File: src/rtl/ps2_rx.sv
// ps2_rx: PS/2 device-to-host frame receiver with parity/stop/timeout checking.
// Define PS2_RX_FIFO_EN to buffer received bytes in a 2**FIFO_BITS-entry FIFO.
module ps2_rx #(
    parameter int TIMEOUT   = 4096,
    parameter int FIFO_BITS = 2
) (
    input  logic       clk_sys,
    input  logic       reset_n,
    input  logic       ps2_clk,
    input  logic       ps2_data,
    input  logic       rx_rd,
    output logic [7:0] rx_data,
    output logic       rx_valid,
    output logic       rx_parity_err,
    output logic       rx_frame_err,
    output logic       rx_timeout,
    output logic       rx_overflow,
    output logic       rx_busy
);
    typedef enum logic [1:0] {IDLE, DATA, PARITY, STOP} state_t;

    state_t      state_q;
    logic [2:0]  clk_sync_q;
    logic [1:0]  dat_sync_q;
    logic [2:0]  bit_cnt_q;
    logic [7:0]  shift_q;
    logic [15:0] idle_cnt_q;
    logic        par_ok_q;
    logic        fall, bit_s, expire, good;

    assign fall    = clk_sync_q[2] & ~clk_sync_q[1];
    assign bit_s   = dat_sync_q[1];
    assign expire  = (state_q != IDLE) && (idle_cnt_q == 16'(TIMEOUT));
    assign good    = fall && !expire && (state_q == STOP) && bit_s && par_ok_q;
    assign rx_busy = state_q != IDLE;

    // Synchronizers reset high so releasing reset never looks like a falling edge.
    always_ff @(posedge clk_sys or negedge reset_n) begin
        if (!reset_n) begin
            state_q       <= IDLE;
            clk_sync_q    <= '1;
            dat_sync_q    <= '1;
            bit_cnt_q     <= '0;
            shift_q       <= '0;
            idle_cnt_q    <= '0;
            par_ok_q      <= 1'b0;
            rx_parity_err <= 1'b0;
            rx_frame_err  <= 1'b0;
            rx_timeout    <= 1'b0;
        end else begin
            clk_sync_q    <= {clk_sync_q[1:0], ps2_clk};
            dat_sync_q    <= {dat_sync_q[0], ps2_data};
            rx_parity_err <= 1'b0;
            rx_frame_err  <= 1'b0;
            rx_timeout    <= 1'b0;
            idle_cnt_q    <= (state_q == IDLE || fall) ? 16'd0 : idle_cnt_q + 16'd1;
            if (expire) begin
                state_q    <= IDLE;
                rx_timeout <= 1'b1;
                idle_cnt_q <= 16'd0;
            end else if (fall) begin
                case (state_q)
                    IDLE: if (!bit_s) begin
                        state_q   <= DATA;
                        bit_cnt_q <= '0;
                    end
                    DATA: begin
                        shift_q   <= {bit_s, shift_q[7:1]};
                        bit_cnt_q <= bit_cnt_q + 3'd1;
                        if (bit_cnt_q == 3'd7) state_q <= PARITY;
                    end
                    PARITY: begin
                        par_ok_q <= ^{shift_q, bit_s};
                        state_q  <= STOP;
                    end
                    default: begin
                        state_q       <= IDLE;
                        rx_parity_err <= !par_ok_q;
                        rx_frame_err  <= par_ok_q && !bit_s;
                    end
                endcase
            end
        end
    end

`ifdef PS2_RX_FIFO_EN
    localparam int DEPTH = 1 << FIFO_BITS;

    logic [7:0]           mem_q [DEPTH];
    logic [FIFO_BITS-1:0] wr_q, rd_q;
    logic [FIFO_BITS:0]   cnt_q;
    logic                 full, pop, push;

    assign full     = cnt_q == (FIFO_BITS+1)'(DEPTH);
    assign pop      = rx_rd && cnt_q != '0;
    assign push     = good && (!full || pop);
    assign rx_valid = cnt_q != '0;
    assign rx_data  = mem_q[rd_q];

    always_ff @(posedge clk_sys) begin
        if (push) mem_q[wr_q] <= shift_q;
    end

    always_ff @(posedge clk_sys or negedge reset_n) begin
        if (!reset_n) begin
            wr_q        <= '0;
            rd_q        <= '0;
            cnt_q       <= '0;
            rx_overflow <= 1'b0;
        end else begin
            wr_q        <= wr_q + FIFO_BITS'(push);
            rd_q        <= rd_q + FIFO_BITS'(pop);
            cnt_q       <= cnt_q + (FIFO_BITS+1)'(push) - (FIFO_BITS+1)'(pop);
            rx_overflow <= good && full && !pop;
        end
    end
`else
    logic unused_cfg;

    assign unused_cfg  = rx_rd ^ (FIFO_BITS > 0);
    assign rx_overflow = 1'b0;

    always_ff @(posedge clk_sys or negedge reset_n) begin
        if (!reset_n) begin
            rx_valid <= 1'b0;
            rx_data  <= '0;
        end else begin
            rx_valid <= good;
            if (good) rx_data <= shift_q;
        end
    end
`endif
endmodule

File: config.mk
export PLATFORM = sky130hd
export DESIGN_NAME = ps2_rx
export DESIGN_NICKNAME = d
export VERILOG_FILES = /design/src/rtl/ps2_rx.sv
export SDC_FILE = /design/constraint.sdc
export NUM_CORES = 1
export LEC_CHECK = 0
export ABC_AREA = 1
export CAP_MARGIN = 40
export CELL_PAD_IN_SITES_DETAIL_PLACEMENT = 1
export CELL_PAD_IN_SITES_GLOBAL_PLACEMENT = 2
export CORE_ASPECT_RATIO = 0.9
export CORE_UTILIZATION = 35
export DETAILED_ROUTE_END_ITERATION = 10
export PLACE_DENSITY_LB_ADDON = 0.1
export SYNTH_ARGS = -nofsm -noshare
export SYNTH_HDL_FRONTEND = slang
export SYNTH_SLANG_ARGS = --single-unit
File: constraint.sdc
create_clock -name clk_sys -period 1.9 [get_ports clk_sys]
set_input_delay 0.285 -clock clk_sys [delete_from_list [all_inputs] [get_ports clk_sys]]
set_output_delay 0.285 -clock clk_sys [all_outputs]
set_load 0.05 [all_outputs]
==> implementation parameters <==
Parameter                              Value

Logic synthesis
  Total of flip-flops plus latches after synthesis    47
  Mean post-synth cell area    8.25 µm²
  Count of distinct cell types in the synthesized netlist    29
  Warning count from the yosys run    0
  Net count of the mapped netlist    308
  Share of the yosys chip area belonging to registers    48.6%
  Instance count of the mapped netlist    295
  Synth Cell Area    0.00243 mm²

Setup path
  Highest net fanout along the worst path    2
  Sort of element at the start of the critical path    register
  WP data required    around 1.6 ns
  CP peak stage delay    0.81 ns
  Cell Chain, Critical Path    clkdlybuf4s50_1
  Critical R2R Launch    state_q[1]$_DFFE_PN0P_
  Launch point of the critical path    rx_data[4]$_DFFE_PN0P_
  Category of cells accounting for the largest share of critical-path delay    buffers and inverters
  Category of the critical setup timing path    reg -> out
  CP Buf/Inv Count    1
  Endpoint kind of the worst setup timing path    output port
  CP arrival    1.47 ns
  Critical-path cell with the highest stage delay    sky130_fd_sc_hd__clkdlybuf4s50_1

Finish
  Layout overhead on the synthesized area    18.6%
  Most common library cell in the layout ignoring fill and taps    sky130_fd_sc_hd__nand2_1
  Most used cells in the layout excluding fill and tap cells    88 x sky130_fd_sc_hd__nand2_1, 42 x sky130_fd_sc_hd__dfrtp_1, 40 x sky130_fd_sc_hd__inv_1
  Layout cell share with drive strength beyond 1    around 15%
  Final core utilization    43.4%
  Diode insertion count for antenna repair    0
  Final layout net count    335
  Footprint of the multi-input gates    0.00107 mm²
  Non-filler cells in the finished layout    approximately 410
  Filler cell count    814
  Area occupied by registers    0.00118 mm²

Global routing
  Global-route wire length before repair    around 9000 µm
  Vias in the first global route    1,883
  Largest net degree at the start of global routing    26
  Remaining global-route overflow    0
  Number of antenna violations at the first check in global routing    0
  Total routing resource utilization after global routing    16.0%

Pwr
  Switching power share of the total    between 30% and 40%
  Leakage Power    ~1.4 nW
  Total net switching power    0.00118 W
  Relative contribution of sequential cells to total power    around two fifths
  Internal power consumption    0.00199 W
  Part of the power in the clock network    24.0%
  Worst supply voltage drop on vdd    0.811 mV
  Logic pwr share    around a third
  P per Cell Area    approximately 1100 mW/mm²
  Total power    0.00317 W

Clock network
  Number of clock sinks    47
  Clock network latency to the later pin of the worst-skew pair    0.30 ns
  Number of H-tree levels    2
  Clock transition at the registers of the reported paths    approximately 0.090 ns
  Max Buffers Root-to-Sink    2
  Number of buffers created by CTS    5
  Cell chosen for the clock root    sky130_fd_sc_hd__clkbuf_8
  CTS tree    done

STA
  Worst clock skew    0.00767 ns
  Sum of negative setup slack    0 ns
  Hold Violations, Final    0
  Unrepaired setup endpoints after global routing    no
  Maximum clock rate    ~570 MHz
  Slew at the pin closest to its max-slew limit    0.570 ns
  Final critical-path share of the clock period    92.4%
  Setup violation total in the final timing report    0
  Normalized max-slew margin    62.0%
  Number of pins exceeding their max-slew limit in the final report    0
  Worst slack on hold paths    0.361 ns
  Crit path time final    roughly 1.8 ns

Placed design
  Placed wire-length estimate after detailed placement    3990 µm
  Number of port buffers    16
  Gp weighted congestion    0.757
  Number of placed instances with taps included    around 400

Routing
  Vias per cell    4.58
  Number of vias after detailed routing    1,893
  Total Wirelength    ~5300 µm
  DR DRC count    0
  Iter 0 DRT Violations    75
  Count of nets left with antenna violations after detail routing    0
  Routed len/inst    around 13 µm
  Number of iterations in the first detailed-routing pass    4

Die
  Chip height    slightly above 80 µm
  Die area    0.00729 mm²
  Row count    28
  Number of top-level pins    19
  Starting utilization of the core area    a little over a third
  Die Wd    89.9 µm
  Core box area    roughly 0.0067 mm²

Worst hold path
  Hold crit path type    reg -> reg
  Start point of the worst hold path    dat_sync_q[0]$_DFF_PN1_

Job
  Count of maximum capacitance violations    0

Run status
  Run status    completed
cell usage after synthesis:
cell / number / area, µm²
sky130_fd_sc_hd__nand2_1: 88 / 330
sky130_fd_sc_hd__dfrtp_1: 42 / 1050
sky130_fd_sc_hd__inv_1: 40 / 150
sky130_fd_sc_hd__nor2_1: 30 / 113
sky130_fd_sc_hd__nand3_1: 20 / 100
sky130_fd_sc_hd__nor3_1: 9 / 45.0
sky130_fd_sc_hd__xor2_1: 9 / 78.8
sky130_fd_sc_hd__ha_1: 8 / 100
sky130_fd_sc_hd__o21ai_2: 8 / 70.1
sky130_fd_sc_hd__o21ai_0: 7 / 35.0
sky130_fd_sc_hd__dfstp_2: 5 / 131
sky130_fd_sc_hd__nand2_2: 4 / 25.0
sky130_fd_sc_hd__nand4_1: 3 / 18.8
sky130_fd_sc_hd__nor2_4: 3 / 33.8
sky130_fd_sc_hd__a21oi_1: 2 / 10.0
sky130_fd_sc_hd__buf_4: 2 / 15.0
sky130_fd_sc_hd__nor3_2: 2 / 20.0
sky130_fd_sc_hd__or2_2: 2 / 12.5
sky130_fd_sc_hd__a21oi_2: 1 / 8.76
sky130_fd_sc_hd__and3_1: 1 / 6.26
sky130_fd_sc_hd__buf_2: 1 / 5.00
sky130_fd_sc_hd__buf_8: 1 / 15.0
sky130_fd_sc_hd__conb_1: 1 / 3.75
sky130_fd_sc_hd__inv_2: 1 / 3.75
sky130_fd_sc_hd__nand3_2: 1 / 10.0
sky130_fd_sc_hd__nand4_4: 1 / 21.3
sky130_fd_sc_hd__nor2_2: 1 / 6.26
sky130_fd_sc_hd__or2_1: 1 / 6.26
sky130_fd_sc_hd__xnor2_1: 1 / 8.76
power by group through the flow:
stage | Sequential [W] | Clock (W) | Combinational, W
finish | 0.00130 | 0.000759 | 0.00111
global route | 0.00133 | 0.000825 | 0.00128
CTS | 0.00130 | 0.000795 | 0.00110
detailed placement | 0.00132 | 0 | 0.00110
global placement | 0.00131 | 0 | 0.00108
floorplan | 0.00133 | 0 | 0.000737
routing by layer:
metal  track usage, %  share of wire [%]  routed length (µm)
met5                0                  0                   0
met3             2.81                2.4                 128
met1             23.5                 55                2960
met2             24.3                 41                2210
met4             3.87               0.71                  38
per-stage QoR:
step	setup WS [ns]	cell area, µm²
3_5_place_dp	0.121	2720
5_1_grt	0.0269	2890
4_1_cts	0.0895	2850
2_1_floorplan	0.422	2430
6_report	0.145	2890
3_3_place_gp	0.155	2720
registers in the layout, summed over array words and instances (netlist names):
name           cells
par_ok_q           1
idle_cnt_q        16
rx_valid           1
rx_parity_err      1
dat_sync_q         2
shift_q            8
state_q            2
rx_data            8
rx_timeout         1
rx_frame_err       1
clk_sync_q         3
bit_cnt_q          3
logic make-up after synthesis:
| family | after synthesis | synth area share (%) |
|---|---|---|
| adders and majority gates | 8 | 4.11 |
| DFF | 47 | 48.6 |
| AOI/OAI and AO/OA | 18 | 5.09 |
| xor gates and xnor gates | 10 | 3.60 |
| other | 1 | 0.154 |
| and+or+nand+nor | 166 | 30.7 |
| buffers and inverters | 45 | 7.76 |
cell type report:
type	instances	share of cell area (%)
timing repair buffer	23	8.50
clock buffer	6	2.86
inverter	41	5.33
clock inverter	2	1.21
tap	90	3.90
sequential	47	41.0
multi-input combinational	204	37.2
what timing repair did:
| item | CTS | global route |
|---|---|---|
| setup endpoints to repair | 0 | 9 |
| resized for setup | 0 | 1 |
| hold buffers | 1 | 0 |
| hold endpoints to repair | 17 | 0 |
| setup buffers | 0 | 2 |
worst paths after layout:
kind	endpoint	slack (ns)	depth (start not counted)
hold / removal	dat_sync_q[1]$_DFF_PN1_	0.36	0
setup / recovery	rx_data[4]	0.14	1
setup reg to reg	rx_data[5]$_DFFE_PN0P_	0.22	10
max in group asynchronous	shift_q[4]$_DFFE_PN0P_	0.86	3
min in group asynchronous	idle_cnt_q[5]$_DFF_PN0_	0.51	2
hold reg to reg	dat_sync_q[1]$_DFF_PN1_	0.36	0
No activity file was read; power rests on OpenSTA's default activity.
